## src/rtl/glitch_pkg.sv

```systemverilog
// Shared encodings for the glitch sequencer: FSM states, control-byte fields,
// trigger edge modes and status-word layout.
package glitch_pkg;

  typedef enum logic [1:0] {
    ST_IDLE  = 2'd0,
    ST_ARMED = 2'd1,
    ST_DELAY = 2'd2,
    ST_PULSE = 2'd3
  } state_t;

  // Control byte fields
  localparam int CTRL_ARM     = 0;
  localparam int CTRL_EDGE_LO = 1;
  localparam int CTRL_EDGE_HI = 2;
  localparam int CTRL_REARM   = 3;

  // Edge-mode codes; any code with bit 1 set selects both edges
  localparam logic [1:0] EDGE_FALL = 2'b00;
  localparam logic [1:0] EDGE_RISE = 2'b01;
  localparam logic [1:0] EDGE_BOTH = 2'b10;

  // Status word layout
  localparam int STAT_ARMED   = 0;
  localparam int STAT_BUSY    = 1;
  localparam int STAT_DONE    = 2;
  localparam int STAT_CFG_ERR = 3;
  localparam int STAT_SLOT_LO = 4;
  localparam int STAT_SLOT_HI = 7;
  localparam int STAT_FIRE_LO = 16;
  localparam int STAT_FIRE_HI = 31;

  localparam logic [15:0] FIRE_MAX = 16'hFFFF;

  function automatic logic is_busy(input state_t s);
    return (s == ST_DELAY) || (s == ST_PULSE);
  endfunction

endpackage

```

## src/rtl/trigger_sync_edge.sv

```systemverilog
// Brings the asynchronous trigger into the fast clock domain and produces a
// one-cycle strobe for the selected edge polarity.
module trigger_sync_edge
  import glitch_pkg::*;
(
  input  logic       clk,
  input  logic       rst,
  input  logic       trigger,
  input  logic [1:0] edge_mode,
  output logic       edge_strobe
);

  logic sync_q1;
  logic sync_q2;
  logic prev_q;
  logic rise;
  logic fall;

  // NOTE: sequential state uses non-blocking assignments so every flop samples
  // the pre-edge value of its neighbour; blocking here would collapse the chain.
  always_ff @(posedge clk or posedge rst) begin
    if (rst) begin
      sync_q1 <= 1'b0;
      sync_q2 <= 1'b0;
      prev_q  <= 1'b0;
    end else begin
      sync_q1 <= trigger;
      sync_q2 <= sync_q1;
      prev_q  <= sync_q2;
    end
  end

  always_comb begin
    rise = sync_q2 & ~prev_q;
    fall = ~sync_q2 & prev_q;
    if (edge_mode[1]) begin
      edge_strobe = rise | fall;
    end else if (edge_mode == EDGE_RISE) begin
      edge_strobe = rise;
    end else begin
      edge_strobe = fall;
    end
  end

endmodule

```

## src/rtl/glitch_sequencer.sv

```systemverilog
// Multi-pulse glitch sequencer: after a selected trigger edge it plays a table
// of delay/width pairs onto o_glitch_out, counted in fast-clock cycles.
module glitch_sequencer
  import glitch_pkg::*;
#(
  parameter int CNT_W      = 32,
  parameter int NUM_PULSES = 4,
  parameter int IDX_W      = (NUM_PULSES > 1) ? $clog2(NUM_PULSES) : 1
) (
  input  logic             i_Clk,
  input  logic             i_Rst,
  input  logic             i_trigger,
  input  logic             i_cfg_DV,
  input  logic [IDX_W-1:0] i_cfg_idx,
  input  logic [CNT_W-1:0] i_cfg_delay,
  input  logic [CNT_W-1:0] i_cfg_width,
  input  logic             i_ctrl_DV,
  input  logic [7:0]       i_ctrl,
  input  logic [IDX_W:0]   i_pulse_count,
  output logic             o_glitch_out,
  output logic             o_busy,
  output logic             o_done,
  output logic [31:0]      o_status
);

  localparam logic [IDX_W:0] MAX_COUNT = (IDX_W + 1)'(NUM_PULSES);

  state_t           state_q;
  state_t           state_d;
  logic [CNT_W-1:0] cnt_q;
  logic [CNT_W-1:0] cnt_d;
  logic [IDX_W-1:0] idx_q;
  logic [IDX_W-1:0] idx_d;
  logic [IDX_W-1:0] idx_inc;

  logic [1:0]       edge_mode_q;
  logic             rearm_q;
  logic [IDX_W:0]   pulse_cnt_q;
  logic [IDX_W:0]   pulse_cnt_clamped;
  logic             done_sticky_q;
  logic             cfg_err_q;
  logic [15:0]      fire_q;
  logic             glitch_q;
  logic             done_q;
  logic [31:0]      status_q;
  logic [31:0]      status_d;

  logic [CNT_W-1:0] delay_tab [NUM_PULSES];
  logic [CNT_W-1:0] width_tab [NUM_PULSES];

  logic             edge_strobe;
  logic             ctrl_arm;
  logic             cfg_ok;
  logic             last_slot;
  logic             train_end;
  logic [CNT_W-1:0] slot_width;
  logic [CNT_W-1:0] width_eff;
  logic             ctrl_unused;

  trigger_sync_edge u_trig (
    .clk         (i_Clk),
    .rst         (i_Rst),
    .trigger     (i_trigger),
    .edge_mode   (edge_mode_q),
    .edge_strobe (edge_strobe)
  );

  assign ctrl_unused = ^i_ctrl[7:4];
  assign ctrl_arm    = i_ctrl_DV & i_ctrl[CTRL_ARM];
  assign idx_inc     = idx_q + 1'b1;
  assign last_slot   = ({1'b0, idx_q} + 1'b1) >= pulse_cnt_q;
  assign slot_width  = width_tab[idx_q];
  assign width_eff   = (slot_width == '0) ? CNT_W'(1) : slot_width;
  assign cfg_ok      = ((state_q == ST_IDLE) || (state_q == ST_ARMED)) &&
                       ({1'b0, i_cfg_idx} < MAX_COUNT);

  always_comb begin
    if (i_pulse_count == '0) begin
      pulse_cnt_clamped = (IDX_W + 1)'(1);
    end else if (i_pulse_count > MAX_COUNT) begin
      pulse_cnt_clamped = MAX_COUNT;
    end else begin
      pulse_cnt_clamped = i_pulse_count;
    end
  end

  // Next-state logic. A control write overrides everything, including a
  // trigger edge arriving in the same cycle.
  always_comb begin
    // NOTE: every combinational output gets a default first so that no branch
    // leaves it unassigned and infers a latch.
    state_d   = state_q;
    cnt_d     = cnt_q;
    idx_d     = idx_q;
    train_end = 1'b0;

    if (i_ctrl_DV) begin
      state_d = i_ctrl[CTRL_ARM] ? ST_ARMED : ST_IDLE;
      cnt_d   = '0;
      idx_d   = '0;
    end else begin
      unique case (state_q)
        ST_ARMED: begin
          if (edge_strobe) begin
            state_d = ST_DELAY;
            idx_d   = '0;
            cnt_d   = delay_tab[0];
          end
        end
        ST_DELAY: begin
          if (cnt_q == '0) begin
            state_d = ST_PULSE;
            cnt_d   = width_eff;
          end else begin
            cnt_d = cnt_q - 1'b1;
          end
        end
        ST_PULSE: begin
          if (cnt_q == CNT_W'(1)) begin
            if (last_slot) begin
              train_end = 1'b1;
              state_d   = rearm_q ? ST_ARMED : ST_IDLE;
              cnt_d     = '0;
            end else begin
              state_d = ST_DELAY;
              idx_d   = idx_inc;
              cnt_d   = delay_tab[idx_inc];
            end
          end else begin
            cnt_d = cnt_q - 1'b1;
          end
        end
        default: begin
        end
      endcase
    end
  end

  always_ff @(posedge i_Clk or posedge i_Rst) begin
    if (i_Rst) begin
      state_q <= ST_IDLE;
      cnt_q   <= '0;
      idx_q   <= '0;
    end else begin
      state_q <= state_d;
      cnt_q   <= cnt_d;
      idx_q   <= idx_d;
    end
  end

  always_ff @(posedge i_Clk or posedge i_Rst) begin
    if (i_Rst) begin
      edge_mode_q   <= EDGE_FALL;
      rearm_q       <= 1'b0;
      pulse_cnt_q   <= (IDX_W + 1)'(1);
      done_sticky_q <= 1'b0;
      cfg_err_q     <= 1'b0;
      fire_q        <= '0;
      glitch_q      <= 1'b0;
      done_q        <= 1'b0;
    end else begin
      glitch_q <= (state_d == ST_PULSE);
      done_q   <= train_end;

      if (ctrl_arm) begin
        edge_mode_q   <= i_ctrl[CTRL_EDGE_HI:CTRL_EDGE_LO];
        rearm_q       <= i_ctrl[CTRL_REARM];
        pulse_cnt_q   <= pulse_cnt_clamped;
        done_sticky_q <= 1'b0;
      end else if (train_end) begin
        done_sticky_q <= 1'b1;
        if (fire_q != FIRE_MAX) begin
          fire_q <= fire_q + 16'd1;
        end
      end

      if (i_cfg_DV && !cfg_ok) begin
        cfg_err_q <= 1'b1;
      end
    end
  end

  always_ff @(posedge i_Clk or posedge i_Rst) begin
    if (i_Rst) begin
      // NOTE: the table is small flop storage, so it is cleared on reset and a
      // fresh arm can never replay timing left over from before the reset.
      for (int i = 0; i < NUM_PULSES; i++) begin
        delay_tab[i] <= '0;
        width_tab[i] <= '0;
      end
    end else if (i_cfg_DV && cfg_ok) begin
      delay_tab[i_cfg_idx] <= i_cfg_delay;
      width_tab[i_cfg_idx] <= i_cfg_width;
    end
  end

  // Status is a registered snapshot, one cycle behind the live state.
  always_comb begin
    status_d                             = '0;
    status_d[STAT_ARMED]                 = (state_q == ST_ARMED);
    status_d[STAT_BUSY]                  = is_busy(state_q);
    status_d[STAT_DONE]                  = done_sticky_q;
    status_d[STAT_CFG_ERR]               = cfg_err_q;
    status_d[STAT_SLOT_HI:STAT_SLOT_LO]  = 4'(idx_q);
    status_d[STAT_FIRE_HI:STAT_FIRE_LO]  = fire_q;
  end

  always_ff @(posedge i_Clk or posedge i_Rst) begin
    if (i_Rst) begin
      status_q <= '0;
    end else begin
      status_q <= status_d;
    end
  end

  assign o_glitch_out = glitch_q;
  assign o_busy       = is_busy(state_q);
  assign o_done       = done_q;
  assign o_status     = status_q;

endmodule

```

## config.mk

```make
export PLATFORM = sky130hd
export DESIGN_NAME = glitch_sequencer
export DESIGN_NICKNAME = d
export VERILOG_FILES = /design/src/rtl/glitch_pkg.sv /design/src/rtl/trigger_sync_edge.sv /design/src/rtl/glitch_sequencer.sv
export SDC_FILE = /design/constraint.sdc
export NUM_CORES = 1
export LEC_CHECK = 0
export BUFFER_PORTS_ARGS = -buffer_cell sky130_fd_sc_hd__clkbuf_2
export CAP_MARGIN = 20
export CORE_MARGIN = 2
export CORE_UTILIZATION = 25
export CTS_CLUSTER_SIZE = 20
export DETAILED_ROUTE_END_ITERATION = 8
export SLEW_MARGIN = 20
export SYNTH_ARGS = -nofsm -noshare
export SYNTH_HDL_FRONTEND = slang
export SYNTH_SLANG_ARGS = --single-unit
```

## constraint.sdc

```tcl
create_clock -name i_Clk -period 17.01 [get_ports i_Clk]
set_input_delay 0.8505 -clock i_Clk [delete_from_list [all_inputs] [get_ports i_Clk]]
set_output_delay 0.8505 -clock i_Clk [all_outputs]
set_load 0.01 [all_outputs]
```

==> results.json, run 1 <==
{
  "status": "finished clean",
  "rsz0062_at_grt": "false",
  "cts.htree.levels": 2,
  "post-route-period-util_pct": 20.8,
  "ys_seq_area_share_pct": 53.5,
  "swShare_pct": 28.2,
  "grt_usage_pct": 12.6,
  "synth_area_um2": 16000,
  "slew_violations": 0,
  "syn_area_per_cell_um2": 13.5,
  "maxCapViolations": 0,
  "area_growth_syn_to_layout_pct": 16.3,
  "core-area_um2": 63200,
  "multi_input_area_um2": 7080,
  "post_cts_buffers": 0,
  "synth_ff_type": "dfrtp_1",
  "ys_seq_elements": 343,
  "cts_buffers": 36,
  "portBuffers": 102,
  "grt_pass1_wl_mm": 65.3,
  "crit_arrival_ns": 3.94,
  "synth_top_area_share_pct": 53.4,
  "dp_slack_ns": 13.42,
  "p_comb_share_pct": 20.5,
  "wl_per_cell_um": 19.5,
  "grt_pass1_vias": 10700,
  "drive_gt1_share_pct": 40.8,
  "synth_top_area_cell": "dfrtp_1",
  "first_iter_violations": 740,
  "synth_common_cells": "342 x dfrtp_1, 263 x mux2_2, 84 x nor2_1",
  "endpoint_kind": "register",
  "postRouteAntennaNets": 0,
  "synth-edff-count": 0,
  "worstMarginPinSlew_ns": 1.12,
  "antenna_found_initial": 7,
  "ys_async_sr_fraction_pct": 100,
  "n_fill_cell": 6391,
  "peakVddDrop_mv": 0.0700,
  "pin_count": 117,
  "cts.path.max_buffers": 3,
  "viasPerCell": 4.81,
  "grt_max_degree": 134,
  "route.vias.total": 10300,
  "root_buffer": "clkbuf_16",
  "gp_congestion": 0.853,
  "routed-wl-met2_mm": 20.2,
  "internal_power_w": 0.00172,
  "yosysMostFrequentCell": "dfrtp_1",
  "clock_latency_ns": 0.53,
  "fmax_mhz": 283,
  "layout_setup_ws_ns": 13.47,
  "start_kind": "register",
  "initial_utilization_pct": 25.4,
  "cts_sinks": 343,
  "drt_wl_total_mm": 41.8,
  "dp_hpwl_mm": 27.8,
  "switching_power_w": 0.000678,
  "synth_warnings": 0,
  "finalHoldViolCount": 0,
  "powerDensity_nw_per_um2": 129,
  "ys_types": 65,
  "setup_viol": 0,
  "cp.required_ns": 17.41,
  "top_layer_used": "met5",
  "clock_skew_ns": 0.0228,
  "die-area_um2": 66200,
  "die_height_um": 257,
  "hp-class": "reg2reg",
  "grt-ovfl-total": 0,
  "maxSlewHeadroom_pct": 25.1,
  "final_nets": 1360,
  "layout_min_cycle_time_ns": 3.54,
  "rows": 92,
  "cts_tree": "yes",
  "tns_ns": 0,
  "crit_path_max_fanout": 34,
  "route.detailed.drc": 0,
  "cts_resized": 0,
  "hold_buffers": 0,
  "p_leak_nw": 7.71,
  "yosys-top-cells-area": "dfrtp_1 53%, mux2_2 18%, mux4_2 9.0%",
  "seqCellArea_um2": 8590,
  "met1Wirelength_mm": 18.0,
  "seqPwrFrac_pct": 45.9,
  "p_clk_share_pct": 33.6,
  "die_width_um": 257,
  "path_class": "reg2reg",
  "first_pass_iters": 5,
  "clk_pin_slew_ns": 0.06,
  "syn_inst": 1185,
  "wl_met3_mm": 2.79
}
power by group through the flow:
stage	clock, W	sequential (W)	combinational, W
2_1_floorplan	0	0.00108	0.000381
3_3_place_gp	0	0.00110	0.000478
3_5_place_dp	0	0.00112	0.000492
4_1_cts	0.000827	0.00110	0.000494
5_1_grt	0.000866	0.00113	0.000537
6_report	0.000807	0.00110	0.000494
final cells by class:
| type | count | share of cell area (%) |
|---|---|---|
| tap | 846 | 5.68 |
| sequential | 343 | 46.1 |
| inverter | 13 | 0.302 |
| multi-input combinational | 755 | 38.0 |
| antenna | 2 | 0.0268 |
| clock inverter | 11 | 0.624 |
| clock buffer | 53 | 5.88 |
| timing repair buffer | 120 | 3.48 |
critical path, stage by stage, from the launching register on:
cell	delay, ns
dfrtp_4	0.72
ha_1	0.39
buf_4	0.47
ha_1	0.34
a21o_1	0.17
a21oi_1	0.71
nor4_4	0.09
o21ai_1	0.27
nor4_1	0.11
xor2_1	0.15
metal layers:
layer  global-route usage [%]  up-vias
li1                         -     4543
met1                     16.8     5430
met2                     20.5      277
met3                     3.21       57
met4                     2.91       10
met5                        0        -
registers in the layout, indices dropped and copies added, names as in the netlist, 2 cells and up:
| register | count |
|---|---|
| cnt_q | 32 |
| delay_tab | 128 |
| edge_mode_q | 2 |
| fire_q | 16 |
| idx_q | 2 |
| o_status | 22 |
| pulse_cnt_q | 3 |
| state_q | 2 |
| width_tab | 128 |
worst paths after layout:
path / cells after the start / to / slack (ns) / start
max in group asynchronous: 3 / cnt_q[15] / 14.95 / i_Rst
worst max-delay path: 9 / fire_q[10] / 13.47 / idx_q[0]
min in group asynchronous: 2 / o_status[20] / 0.45 / i_Rst
worst min-delay path: 0 / u_trig.sync_q2 / 0.36 / u_trig.sync_q1
worst max register to register: 9 / fire_q[10] / 13.47 / idx_q[0]
worst min register to register: 0 / u_trig.sync_q2 / 0.36 / u_trig.sync_q1
logic make-up after synthesis:
family | count (synthesis) | share of synthesized area, %
buffers and inverters | 96 | 2.72
flip-flops | 343 | 53.5
AND/OR/NAND/NOR | 236 | 7.84
multiplexers | 329 | 27.6
adder cells (fa/ha/maj) | 9 | 0.702
AO/OA/AOI/OAI | 143 | 6.06
XOR/XNOR | 28 | 1.53
other | 1 | 0.0234
layout by cell type (no fill, tap or decap), types with 17 or more instances in the layout:
cell / netlist / routed
mux2_2: 263 / 263
clkbuf_16: 0 / 38
nand2_1: 47 / 47
clkbuf_2: 0 / 102
mux4_2: 64 / 64
o21ai_0: 20 / 20
dfrtp_1: 342 / 341
nor3_1: 21 / 21
buf_4: 13 / 17
a21oi_1: 40 / 40
nor2_1: 84 / 82
stage by stage:
step / total power, W / utilization, % / cells / hold WS (ns) / area [um2]
after CTS: 0.00242 / 29.5 / 2141 / 0.356 / 18600
after detailed placement: 0.00161 / 27.6 / 2077 / 0.339 / 17400
after global placement: 0.00158 / 27.6 / 2077 / 0.346 / 17400
after floorplan: 0.00146 / - / 1194 / 0.331 / 16100
final: 0.00240 / 29.5 / 2143 / 0.357 / 18600
after global routing: 0.00253 / 29.5 / 2142 / 0.374 / 18600
No activity file was read; power rests on OpenSTA's default activity.
==> inputs of run 2 (changes only) <==
==> constraint.sdc (replaced) <==
create_clock -name i_Clk -period 3.35 [get_ports i_Clk]
set_input_delay 0.1675 -clock i_Clk [delete_from_list [all_inputs] [get_ports i_Clk]]
set_output_delay 0.1675 -clock i_Clk [all_outputs]
set_load 0.01 [all_outputs]
==> results.json, run 2 (synthesized netlist as in run 1, its figures left out) <==
{
  "finalHoldViolCount": 0,
  "grt_max_degree": 120,
  "crit_cells": 7,
  "final_nets": 1446,
  "crit_arrival_ns": 3.21,
  "first_pass_iters": 5,
  "status": "finished clean",
  "rsz0062_at_grt": "false",
  "clk_pin_slew_ns": 0.06,
  "slew_violations": 0,
  "setup_viol": 0,
  "clock_latency_ns": 0.54,
  "dp_hpwl_mm": 28.1,
  "rows": 92,
  "area_growth_syn_to_layout_pct": 22.5,
  "cts_buffers": 37,
  "viasPerCell": 4.72,
  "critical-path-max-stage-delay_ns": 0.57,
  "crit_start": "cnt_q[14]",
  "hold-path-cell-count": 3,
  "layout_commonest_cell": "dfrtp_1",
  "worstMarginPinSlew_ns": 0.685,
  "pin_count": 117,
  "root_buffer": "clkbuf_16",
  "route.detailed.drc": 0,
  "placed_cell_area_um2": 17700,
  "swShare_pct": 28.3,
  "portBuffers": 102,
  "timing.rr.start": "cnt_q[14]",
  "cts_sinks": 343,
  "n_fill_cell": 6312,
  "cts.path.max_buffers": 3,
  "critical_path_buf_inv_count": 0,
  "post-route-period-util_pct": 82.2,
  "route.vias.total": 10500,
  "initial_utilization_pct": 25.4,
  "gp_congestion": 0.844,
  "reg2reg_slack_ns": 0.60,
  "grt_usage_pct": 12.6,
  "path_delay_family": "simple AND/OR/NAND/NOR gates",
  "wl_per_cell_um": 18.7,
  "reg2reg_depth": 7,
  "clock_skew_ns": 0.0130,
  "cts_tree": "yes",
  "seqPwrFrac_pct": 45.4,
  "r2r-end": "fire_q[7]",
  "cp.required_ns": 3.80,
  "die_width_um": 257,
  "p_clk_share_pct": 33.3,
  "core-area_um2": 63200,
  "powerDensity_nw_per_um2": 627,
  "maxCapViolations": 0,
  "fin_area_um2": 19600,
  "path_class": "reg2reg",
  "switching_power_w": 0.00348,
  "start_kind": "register",
  "p_leak_nw": 8.11,
  "peakVddDrop_mv": 0.380,
  "cts.htree.levels": 2,
  "hold_ws_ns": 0.148,
  "postRouteAntennaNets": 0,
  "drt_wl_total_mm": 41.7,
  "top_regs": "delay_tab: 128 flops, width_tab: 128 flops, cnt_q: 32 flops",
  "first_iter_violations": 665,
  "grt_pass1_vias": 10800,
  "endpoint": "fire_q[7]",
  "die_height_um": 257,
  "crit_path_max_fanout": 8,
  "path_cells": "nor4_4, and4_1, nand4_4, nor4_4, nand4_4, nor2_1, xor2_1",
  "hp-class": "in2reg",
  "antenna_found_initial": 3,
  "internal_power_w": 0.00883,
  "layout_min_cycle_time_ns": 2.75,
  "drive_gt1_share_pct": 38.9,
  "grt_pass1_wl_mm": 65.6,
  "grt-ovfl-total": 0,
  "fmax_mhz": 363,
  "cp_slowest_cell": "nor4_4",
  "utilization_pct": 31.1,
  "endpoint_kind": "register",
  "p_comb_share_pct": 21.3,
  "die-area_um2": 66200,
  "final_cell_mix": "341 x dfrtp_1, 263 x mux2_2, 102 x clkbuf_2, 82 x nor2_1, 75 x dlygate4sd3_1",
  "maxSlewHeadroom_pct": 54.3
}
==> run 2: repair_timing <==
item / in CTS / in global routing
gates resized for setup: 0 / 0
hold buffers: 75 / 0
endpoints found under the hold margin: 272 / 0
setup buffers: 0 / 0
==> run 2: power by group through the flow <==
stage / Sequential, W / Combinational [W] / Clock [W]
2_1_floorplan: 0.00547 / 0.00194 / 0
3_5_place_dp: 0.00567 / 0.00254 / 0
6_report: 0.00559 / 0.00262 / 0.00410
4_1_cts: 0.00559 / 0.00264 / 0.00423
5_1_grt: 0.00571 / 0.00286 / 0.00441
3_3_place_gp: 0.00559 / 0.00248 / 0
==> run 2: how the worst min path moves through the flow <==
stage               slack (ns)        endpoint    startpoint
CTS                       0.13   delay_tab[64]  i_cfg_idx[1]
floorplan                 0.20  u_trig.sync_q1     i_trigger
detailed placement        0.19   delay_tab[42]         i_Rst
global placement          0.19   delay_tab[74]         i_Rst
finish                    0.15   delay_tab[64]  i_cfg_idx[1]
global route              0.16   delay_tab[70]  i_cfg_idx[1]
==> run 2: routing by layer <==
metal,global-route usage (%),share of wire [%]
met1,17.4,45
met2,20.3,48
met3,2.35,4.6
met4,3.20,2.3
met5,0,0.058
==> run 2: area by class of cell <==
cell class / instances / area, um2 / share of cell area, %
sequential: 343 / 8590 / 43.7
clock inverter: 11 / 130 / 0.663
inverter: 13 / 52.6 / 0.268
tap: 846 / 1060 / 5.39
antenna: 1 / 2.50 / 0.0127
timing repair buffer: 205 / 1650 / 8.38
multi-input combinational: 755 / 7080 / 36.0
clock buffer: 55 / 1080 / 5.52
==> run 2: worst register-to-register path: stages (launching register included) <==
cell	delay [ns]
dfrtp_1	0.44
nor4_4	0.46
and4_1	0.43
nand4_4	0.25
nor4_4	0.58
nand4_4	0.20
nor2_1	0.17
xor2_1	0.15
==> run 2: per-stage QoR <==
step / setup WS, ns / TNS, ns / power [W] / cells
after detailed placement: 0.620 / 0 / 0.00821 / 2087
final: 0.597 / 0 / 0.0123 / 2229
after floorplan: -1.41 / -480.73 / 0.00741 / 1194
after CTS: 0.585 / 0 / 0.0125 / 2228
after global placement: 0.634 / 0 / 0.00807 / 2087
after global routing: 0.373 / 0 / 0.0130 / 2229
